===== src/rtl/pc_pkg.sv =====
// Shared types for the Sigma/Omega controller: FSM states,
// control words {mux1,mux2,wea,web,aluctl} per state, counter width.
package pc_pkg;

  localparam int ITER_W = 8;
  localparam int CYC_W  = 16;

  typedef enum logic [2:0] {
    S_IDLE,
    S_INIT,
    S_TEST,
    S_ADD,
    S_DEC,
    S_DONE,
    S_ERR
  } state_t;

  localparam logic [4:0] CW_IDLE = 5'b00000;
  localparam logic [4:0] CW_INIT = 5'b00110;
  localparam logic [4:0] CW_TEST = 5'b00000;
  localparam logic [4:0] CW_ADD  = 5'b10101;
  localparam logic [4:0] CW_DEC  = 5'b01011;
  localparam logic [4:0] CW_DONE = 5'b00000;
  localparam logic [4:0] CW_ERR  = 5'b00000;

endpackage


===== src/rtl/contatore_sat.sv =====
// Saturating up-counter with clear and enable.
// Ports: clock, reset (async high), clr, en, q[WIDTH-1:0].
module contatore_sat #(
  parameter int WIDTH = 8
) (
  input  logic             clock,
  input  logic             reset,
  input  logic             clr,
  input  logic             en,
  output logic [WIDTH-1:0] q
);

  // clr together with en restarts at 1 so the
  // clearing cycle itself is counted.
  always_ff @(posedge clock or posedge reset) begin
    if (reset) begin
      q <= '0;
    end else if (clr) begin
      q <= {{(WIDTH-1){1'b0}}, en};
    end else if (en && (q != {WIDTH{1'b1}})) begin
      q <= q + 1'b1;
    end
  end

endmodule


===== src/rtl/parte_controllo.sv =====
// Moore control unit for the Sigma/Omega multiply-by-add datapath.
// Ports: clock, reset (async high), start, zero -> mux1, mux2, wea,
// web, aluctl, busy, done, err; with PARTE_CONTROLLO_STATS_EN also
// cycles[15:0] = busy cycles of the last run.
module parte_controllo
  import pc_pkg::*;
#(
  parameter int MAX_ITER = 255
) (
  input  logic        clock,
  input  logic        reset,
  input  logic        start,
  input  logic        zero,
  output logic        mux1,
  output logic        mux2,
  output logic        wea,
  output logic        web,
  output logic        aluctl,
  output logic        busy,
  output logic        done,
`ifdef PARTE_CONTROLLO_STATS_EN
  output logic [15:0] cycles,
`endif
  output logic        err
);

  localparam logic [ITER_W-1:0] LIMIT = ITER_W'(MAX_ITER);

  state_t              state;
  state_t              nxt;
  logic [4:0]          cw;
  logic [ITER_W-1:0]   iter;

  always_ff @(posedge clock or posedge reset) begin
    if (reset) begin
      state <= S_IDLE;
    end else begin
      state <= nxt;
    end
  end

  // Outputs depend on state only; inputs steer nxt alone.
  always_comb begin
    nxt  = state;
    cw   = CW_IDLE;
    busy = 1'b0;
    done = 1'b0;
    err  = 1'b0;
    unique case (state)
      S_IDLE: begin
        if (start) nxt = S_INIT;
      end
      S_INIT: begin
        cw   = CW_INIT;
        busy = 1'b1;
        nxt  = S_TEST;
      end
      S_TEST: begin
        cw   = CW_TEST;
        busy = 1'b1;
        // completion wins over the watchdog
        if (zero) begin
          nxt = S_DONE;
        end else if (iter == LIMIT) begin
          nxt = S_ERR;
        end else begin
          nxt = S_ADD;
        end
      end
      S_ADD: begin
        cw   = CW_ADD;
        busy = 1'b1;
        nxt  = S_DEC;
      end
      S_DEC: begin
        cw   = CW_DEC;
        busy = 1'b1;
        nxt  = S_TEST;
      end
      S_DONE: begin
        cw   = CW_DONE;
        done = 1'b1;
        nxt  = S_IDLE;
      end
      S_ERR: begin
        cw  = CW_ERR;
        err = 1'b1;
        if (!start) nxt = S_IDLE;
      end
      default: begin
        nxt = S_IDLE;
      end
    endcase
  end

  assign {mux1, mux2, wea, web, aluctl} = cw;

  // One count per ADD visit; TEST sees the number of
  // completed ADD/DEC passes.
  contatore_sat #(
    .WIDTH (ITER_W)
  ) u_iter (
    .clock (clock),
    .reset (reset),
    .clr   (state == S_INIT),
    .en    (state == S_ADD),
    .q     (iter)
  );

`ifdef PARTE_CONTROLLO_STATS_EN
  contatore_sat #(
    .WIDTH (CYC_W)
  ) u_cyc (
    .clock (clock),
    .reset (reset),
    .clr   (state == S_INIT),
    .en    (busy),
    .q     (cycles)
  );
`endif

endmodule

===== config.mk =====
export PLATFORM = sky130hd
export DESIGN_NAME = parte_controllo
export DESIGN_NICKNAME = d
export VERILOG_FILES = /design/src/rtl/pc_pkg.sv /design/src/rtl/contatore_sat.sv /design/src/rtl/parte_controllo.sv
export SDC_FILE = /design/constraint.sdc
export NUM_CORES = 1
export LEC_CHECK = 0
export ABC_AREA = 1
export CAP_MARGIN = 20
export CELL_PAD_IN_SITES_DETAIL_PLACEMENT = 1
export CELL_PAD_IN_SITES_GLOBAL_PLACEMENT = 1
export CORE_MARGIN = 3
export CORE_UTILIZATION = 33
export DETAILED_ROUTE_END_ITERATION = 10
export HOLD_SLACK_MARGIN = 0.15
export PLACE_DENSITY = 0.84
export SKIP_LAST_GASP = 1
export SLEW_MARGIN = 20
export SYNTH_ARGS = -nofsm -noshare
export SYNTH_HDL_FRONTEND = slang
export SYNTH_SLANG_ARGS = --single-unit

===== constraint.sdc =====
create_clock -name clock -period 1.14 [get_ports clock]
set_input_delay 0.228 -clock clock [delete_from_list [all_inputs] [get_ports clock]]
set_output_delay 0.228 -clock clock [all_outputs]
set_load 0.05 [all_outputs]

# Word-level counts from Yosys, hierarchy flattened
# Cells that the tools add are included.
totals:
  reg_bits: 11
  in_bits: 4
  output_inout_bits: 8
  word_cells: 30
op_classes:
  addsub: 1
  eq_ne: 10
  n_mux: 11
  reduce_logical: 6
ops:
  columns: ["operator", "count"]
  rows:
  - ["$mux W8", 2]
  - ["$pmux W3 S5", 1]
  - ["$pmux W5 S3", 1]
  - ["$mux W3", 4]
  - ["$eq A3 B3 Y1 const B", 3]
  - ["$add A8 B1 Y8 const B", 1]
  - ["$eq A8 B8 Y1 const B", 1]
  - ["$ne A8 B8 Y1 const B", 1]
  - ["$eq A3 B2 Y1 const B", 2]
  - ["$ne A2 B2 Y1 const B", 2]
  - ["$reduce_or A4 Y1", 1]
  - ["$eq A3 B1 Y1 const B", 1]
  - ["$logic_not A3 Y1", 1]
  - ["$mux W1", 3]
  - ["$reduce_and A2 Y1", 1]
  - ["$reduce_bool A2 Y1", 1]
  - ["$reduce_or A2 Y1", 1]
  - ["$logic_and A1 B1 Y1", 1]

# Longest topological paths before layout
# Gate-level depths: netlist (run 1).
logic_depth:
  word_depth: 4
  mapped_depth: 9
  ltp_nobuf: 9

# Modules after synthesis
# From an unflattened synthesis (run 1), not the netlist that was laid out.
hier_totals:
  hier_cells: 112
  hier_area_um2: 778.2
by_module_without_submodules:
  columns: ["module", "instances", "cells_each", "area_each_um2", "seq_area_each_um2"]
  rows:
  - ["contatore_sat", 1, 70, 496.7, 200.2]
  - ["parte_controllo", 1, 42, 281.5, 75.1]

# Least setup slack after synthesis (run 1)
# No wires, ideal clock.
synth_timing:
  path_kind: "register -> output"
  startpoint: "register state[1]"
  endpoint: "output err"
  arrival_ps: 1557
  required_time_ps: 912
  path_slack_ps: -645
  path_stages_with_launch: 3
  path_buffers: 0
  path_cell_list: "dfrtp_1 -> inv_1 -> nor3_1"
synth_between:
  elab_chain_len: 2
synth_rtl:
  columns: ["element", "line", "text"]
  rows:
  - ["start, declared", "parte_controllo.sv:29", "state_t state;"]
  - ["start signal, assigned", "parte_controllo.sv:38", "state <= nxt;"]
  - ["$eq A3 B3 Y1", "parte_controllo.sv:49", "unique case (state)"]
  - ["$mux W1", "parte_controllo.sv:49", null]
  - ["end, declared", "parte_controllo.sv:24", "output logic err"]
# No other way between the ends.

# Final worst setup path (run 1)
layout_timing:
  startpoint: "register state[1]"
  endpoint: "output busy"
layout_between:
  elab_chain_len: 3
  elab_cells_between_ends: 6
  cone_classes: "eq/ne: 4; mux: 1; reduce/logical: 1"
layout_rtl:
  columns: ["element", "line", "text"]
  rows:
  - ["$eq A3 B2 Y1, or another cell as far along", "parte_controllo.sv:49", null]
  - ["$reduce_or A4 Y1 (no line) (*)", null, null]
  - ["$mux W1 (*)", "parte_controllo.sv:49", null]
  - ["end, declared", "parte_controllo.sv:19", "output logic busy,"]
# Every way passes the cells marked *; elsewhere a longest branch is shown, timed or not.

==> summary.md, run 1 <==
| Metric | Value |
|---|---|
| First-pass GRT wire length | 5780 um |
| Family with the most delay on the worst path | flip-flops |
| Min cycle time layout | 1590 ps |
| Slew Limit Fails | 0 |
| Chip height | 53.1 um |
| Synth Instances | 101 |
| Largest net degree at the start of global routing | 12 |
| Synth-to-Final Area Change | 97.3% |
| Worst VDD drop | 1.81 mV |
| Initial antenna violation count | 0 |
| Core Rows | 16 |
| GP Congestion | 0.790 |
| Wire length per cell | 21.4 um |
| Post-Route WL | roughly 3700 um |
| Later-pin clock latency in the skew report | 300 ps |
| Max capacitance violation total | 0 |
| Layout cell share with drive strength beyond 1 | 54.8% |
| Vias in the first global route | 1,054 |
| M2 GR Usage | between 50% and 60% |
| Cells on worst reg2reg path | 7 |
| Met1 Use GR | between 30% and 40% |
| R2R Path Start | state[0] |
| Largest stage delay on the critical path | around 480 ps |
| Worst hold path class | primary input to async pin |
| Synth cell types | 21 |
| RSZ-0062 raised after global routing | yes |
| Ys Warns | 0 |
| Final hold violations | 0 |
| Crit share post-route | 139% |
| Violated checks | negative setup slack |
| TritonCTS Buffers | 3 |
| Lkg Pwr | 0.694 nW |
| Sequential share of the synthesized area | 37.5% |
| Detailed Place HPWL | 2100 um |
| FF-to-FF setup slack | -330 ps |
| Power Total | roughly 3.7 mW |
| Crit path arrival time | 1360 ps |
| H-tree depth | 1 |
| PortBufs | 11 |
| Crit path launch type | flop |
| Seq cells post-synth | 11 |
| CP cell instances | nor2_4 -> nand2_8 -> nand3_4 -> buf_12 |
| Combinational power share | 75.4% |
| Final Net Count | 152 |
| Total grt overflow | 0 |
| Total power divided by cell area | between 2000 and 3000 nW/um2 |
| Initial Util | approximately 36% |
| Slew HR | 84.5% |
| Fmax | 631 MHz |
| Post-Layout Cell Count | 173 |
| Vias | around 940 |
| CTS Sinks | 11 |
| P_sw | 1.85 mW |
| Placed Cells incl. Taps | roughly 160 |
| Clock Skew | 3.75 ps |
| Core Area | 2020 um2 |
| Worst r2r dst | u_iter.q[6] |
| Final ANT Viol Nets | 0 |
| Reg clk slew, reported paths | 90 ps |
| Sequential power share | 16.2% |
| Die area | 2820 um2 |
| Setup violators final | 19 |
| Cts hold-fix bufs | 0 |
| Crit path kind | flop to primary output |
| GRT met3 Usage | 6.76% |
| Clock buffer depth | 2 |
| # DRC | 0 |
| Outcome | complete, but fails checks |
| PnR worst setup slack | -445 ps |
| Synth Net Count | 106 |
| Post-Syn Area | 733 um2 |
| Pre-antenna DRT Iters | 4 |
| Pint | about 1.9 mW |
| Sw frac | 49.5% |
| ANT cells | 0 |
| TritonCTS clock tree | built |
| Crit end category | primary output |
| Worst path bufs/invs | 1 |
| Vias per cell | around 5.5 |
| Root Driver | clkbuf_4 |
| Num ports | 12 |
| Syn_area_per_cell | 7.26 um2 |
| Clock share of power | 8.4% |
| Required time worst endpoint | 910 ps |
| CP max stage cell | dfrtp_2 |
| DRT iter0 DRCs | 11 |
| Worst slew pin tran | 232 ps |
| Most Crowded Layer GR | met2 |
| Die X | roughly 53 um |
| Peak fanout along the critical path | 5 |
| GRT Util Overall | 30.4% |
| Critical path depth in cells | 4 |
## metrics by stage
| step | TNS, ps | area [um2] | util [%] | hold slack, ps | worst slack [ps] |
|---|---|---|---|---|---|
| 2_1_floorplan | -755 | 875 | - | 80.3 | -75.2 |
| 3_3_place_gp | -917 | 1260 | 62.5 | 523 | -78.1 |
| 3_5_place_dp | -1780 | 1260 | 62.5 | 532 | -149 |
| 4_1_cts | -4530 | 1420 | 70.1 | 220 | -378 |
| 5_1_grt | -6740 | 1450 | 71.5 | 233 | -496 |
| 6_report | -5780 | 1450 | 71.5 | 201 | -445 |
## tightest hold or removal path, delay by kind of cell
kind | cells | cell delay [ps]
buffers and inverters | 3 | 630
## synthesized netlist by cell type
library cell	number	area [um2]
a21oi_1	1	5.00
a21oi_2	1	8.76
clkinv_1	1	3.75
clkinv_4	1	8.76
dfrtp_1	11	275
ha_1	1	12.5
inv_1	12	45.0
inv_2	4	15.0
nand2_1	30	113
nand2_2	2	12.5
nand2_4	3	33.8
nand3_1	11	55.1
nand3_2	1	10.0
nand4_1	4	25.0
nor2_1	6	22.5
nor2_4	2	22.5
nor3_1	2	10.0
o2111ai_1	1	8.76
o21ai_0	1	5.00
o21ai_1	3	15.0
xor2_1	3	26.3
## cell type report
| class | count | area, um2 |
|---|---|---|
| fill | 219 | 576 |
| timing repair buffer | 41 | 450 |
| inverter | 18 | 96.3 |
| tap | 27 | 33.8 |
| clock inverter | 1 | 5.00 |
| clock buffer | 3 | 22.5 |
| sequential | 11 | 279 |
| multi-input combinational | 72 | 559 |
## timing repair
item                                    CTS  global route
setup buffers                             7             1
pin swaps                                 9             1
resized for setup                        15             7
hold endpoints to repair                  0             0
endpoints found under the setup margin   18            19
## layout by cell type (no fill, tap or decap), types with 3 or more instances in the layout
master / synthesis / final
clkbuf_4: 0 / 3
buf_6: 0 / 6
xor2_1: 3 / 3
nand3_4: 0 / 3
nor2_1: 6 / 3
nor2_4: 2 / 4
nand2_1: 30 / 25
dfrtp_1: 11 / 8
buf_4: 0 / 23
nand4_1: 4 / 4
dfrtp_2: 0 / 3
nand2_4: 3 / 5
nand2_8: 0 / 3
clkdlybuf4s50_1: 0 / 3
inv_2: 4 / 3
nand3_1: 11 / 7
inv_1: 12 / 8
buf_12: 0 / 9
## cells by family after synthesis
logic type	count (synthesis)	synth area share [%]
compound gates	7	5.80
xor+xnor	3	3.58
fa+ha+maj	1	1.71
buf+inv	18	9.90
flops	11	37.5
simple gates	61	41.5
## power groups by stage
stage | sequential (mW) | combinational, mW | clock (mW)
after floorplan | 0.618 | 1.25 | 0
after global placement | 0.592 | 2.24 | 0
final | 0.607 | 2.82 | 0.314
after CTS | 0.585 | 2.70 | 0.299
after global routing | 0.617 | 2.96 | 0.328
after detailed placement | 0.607 | 2.32 | 0
## state kept, by name, indices dropped and copies added, names as in the netlist
name and flops:
u_iter.q 8, state 3
## worst max path at each step
stage	start	end
finish	state[1]	busy
global route	state[2]	done
CTS	state[1]	done
detailed placement	u_iter.q[0]	u_iter.q[5]
global placement	state[0]	busy
floorplan	state[1]	err
## per-layer routing
metal	part of all wire (%)	vias to the layer above	wire length, um
met5	0	-	0
met4	5.6	0	209
met3	5.8	26	215
met2	50	36	1850
met1	39	464	1430
li1	-	417	-
(Power assumes the default switching activity.)
==> run 2, diff against run 1 <==
PLACE_DENSITY = 0.69   (was 0.84)
==> summary.md, run 2 (synthesis results as in run 1) <==
| Metric | Value |
|---|---|
| Worst path bufs/invs | 3 |
| Initial antenna violation count | 0 |
| Fin Setup TNS | -6360 ps |
| Slew Limit Fails | 0 |
| DRT iter0 DRCs | 45 |
| Crit share post-route | 138% |
| Final ANT Viol Nets | 0 |
| TritonCTS Buffers | 3 |
| Max reg flops | 8 |
| Root Driver | clkbuf_4 |
| H-tree depth | 1 |
| Sw frac | 50.0% |
| Worst slew pin tran | 297 ps |
| Reg clk slew, reported paths | 90 ps |
| Worst VDD drop | a little over 2 mV |
| ANT cells | 0 |
| Clock share of power | 7.7% |
| Required time worst endpoint | 910 ps |
| CTS Sinks | 11 |
| Largest stage delay on the critical path | 490 ps |
| TritonCTS clock tree | built |
| Fmax | 636 MHz |
| Vias per cell | approximately 5.5 |
| Chip height | ~53 um |
| Min cycle time layout | around 1600 ps |
| Fill cells | 218 |
| Slew HR | 80.1% |
| Num ports | 12 |
| Final cell utilization of the core | approximately 72% |
| Total power divided by cell area | 2640 nW/um2 |
| Most frequent CP cell | nand2_8 |
| Core Area | 2020 um2 |
| Crit path kind | flop to primary output |
| PortBufs | 11 |
| Multi-input logic area | 541 um2 |
| GRT Util Overall | 27.4% |
| Clock Skew | ~21 ps |
| PnR worst setup slack | -433 ps |
| Outcome | complete, but fails checks |
| Synth-to-Final Area Change | 97.4% |
| Worst hold path class | primary input to async pin |
| Vias | between 900 and 1,000 |
| Register with the most flip-flops | u_iter.q |
| Pint | 1.91 mW |
| Layout cell share with drive strength beyond 1 | 54.4% |
| RSZ-0062 raised after global routing | yes |
| First-pass GRT wire length | 5310 um |
| Most frequent cells in the layout | buf_4, nand2_1, buf_12, nand3_1, dfrtp_1 |
| Most common cell after layout, fill and taps aside | buf_4 |
| Vias in the first global route | 1,038 |
| Lkg Pwr | 0.704 nW |
| Total grt overflow | 0 |
| Peak fanout along the critical path | 7 |
| Crit end category | primary output |
| Cts hold-fix bufs | 0 |
| CP cell instances | buf_4 -> inv_6 -> nand2_8 -> nand2_8 -> buf_12 |
| Combinational power share | 75.9% |
| Design area | approximately 1400 um2 |
| Die area | 2820 um2 |
| Register area | 279 um2 |
| Biggest registers after layout | u_iter.q x8, state x3 |
| Final Net Count | 155 |
| Core Rows | 16 |
| Detailed Place HPWL | 1980 um |
| CP max stage cell | dfrtp_2 |
| Crit path arrival time | 1340 ps |
| # DRC | 0 |
| Initial Util | 36.3% |
| Setup violators final | 19 |
| Sequential power share | 16.4% |
| Wire length per cell | 23.6 um |
| Crit path launch type | flop |
| Largest net degree at the start of global routing | 12 |
| Violated checks | negative setup slack |
| Final hold violations | 0 |
| P_sw | 1.91 mW |
| Family with the most delay on the worst path | flip-flops |
| Post-Route WL | 4160 um |
| Pre-antenna DRT Iters | 4 |
| Clock buffer depth | 2 |
| Power Total | 3.82 mW |
| Die X | 53.1 um |
| Max capacitance violation total | 0 |
| Area after DPL | ~1300 um2 |
| Later-pin clock latency in the skew report | 300 ps |
| GP Congestion | 0.726 |
[run 2: tightest hold or removal path, stage by stage]
cell	delay [ps]
clkdlybuf4s50_1	400
inv_1	60
buf_4	200
[run 2: per-stage QoR]
step	hold slack (ps)	cells	setup slack, ps
5_1_grt	252	176	-475
2_1_floorplan	80.3	101	-75.2
6_report	220	176	-433
4_1_cts	226	173	-357
3_5_place_dp	527	163	-121
3_3_place_gp	527	163	-83.2
[run 2: what timing repair did]
action / CTS / global route
pin swaps: 4 / 3
gates cloned: 0 / 0
resized for setup: 11 / 7
setup buffers: 6 / 3
setup endpoints to repair: 18 / 18
[run 2: final timing paths]
check / slack, ps / to / depth (start not counted) / start
max reg2reg: -430 / u_iter.q[7] / 7 / state[1]
min in group clock: 640 / u_iter.q[7] / 3 / u_iter.q[7]
min reg2reg: 640 / u_iter.q[7] / 3 / u_iter.q[7]
min: 220 / u_iter.q[6] / 3 / reset
max: -430 / web / 5 / state[1]
max in group asynchronous: 720 / state[0] / 3 / reset
[run 2: final cells by class]
type	count	share of cell area (%)
flip-flops and latches	11	19.3
repair buffers	44	32.4
well taps	27	2.33
multi-input cells	72	37.3
clock buffers	4	1.82
inverters	18	6.83
[run 2: routing by layer]
layer	vias up	track usage [%]	part of all wire, %
met1	470	30.5	38
met2	57	47.9	50
met3	26	5.92	5.8
li1	419	-	-
met4	0	14.9	6.2
met5	-	0	0
[run 2: power groups by stage]
stage	clock, mW	sequential (mW)	combinational, mW
6_report	0.294	0.627	2.90
2_1_floorplan	0	0.618	1.25
4_1_cts	0.280	0.594	2.58
5_1_grt	0.310	0.625	3.02
3_5_place_dp	0	0.600	2.32
3_3_place_gp	0	0.588	2.27
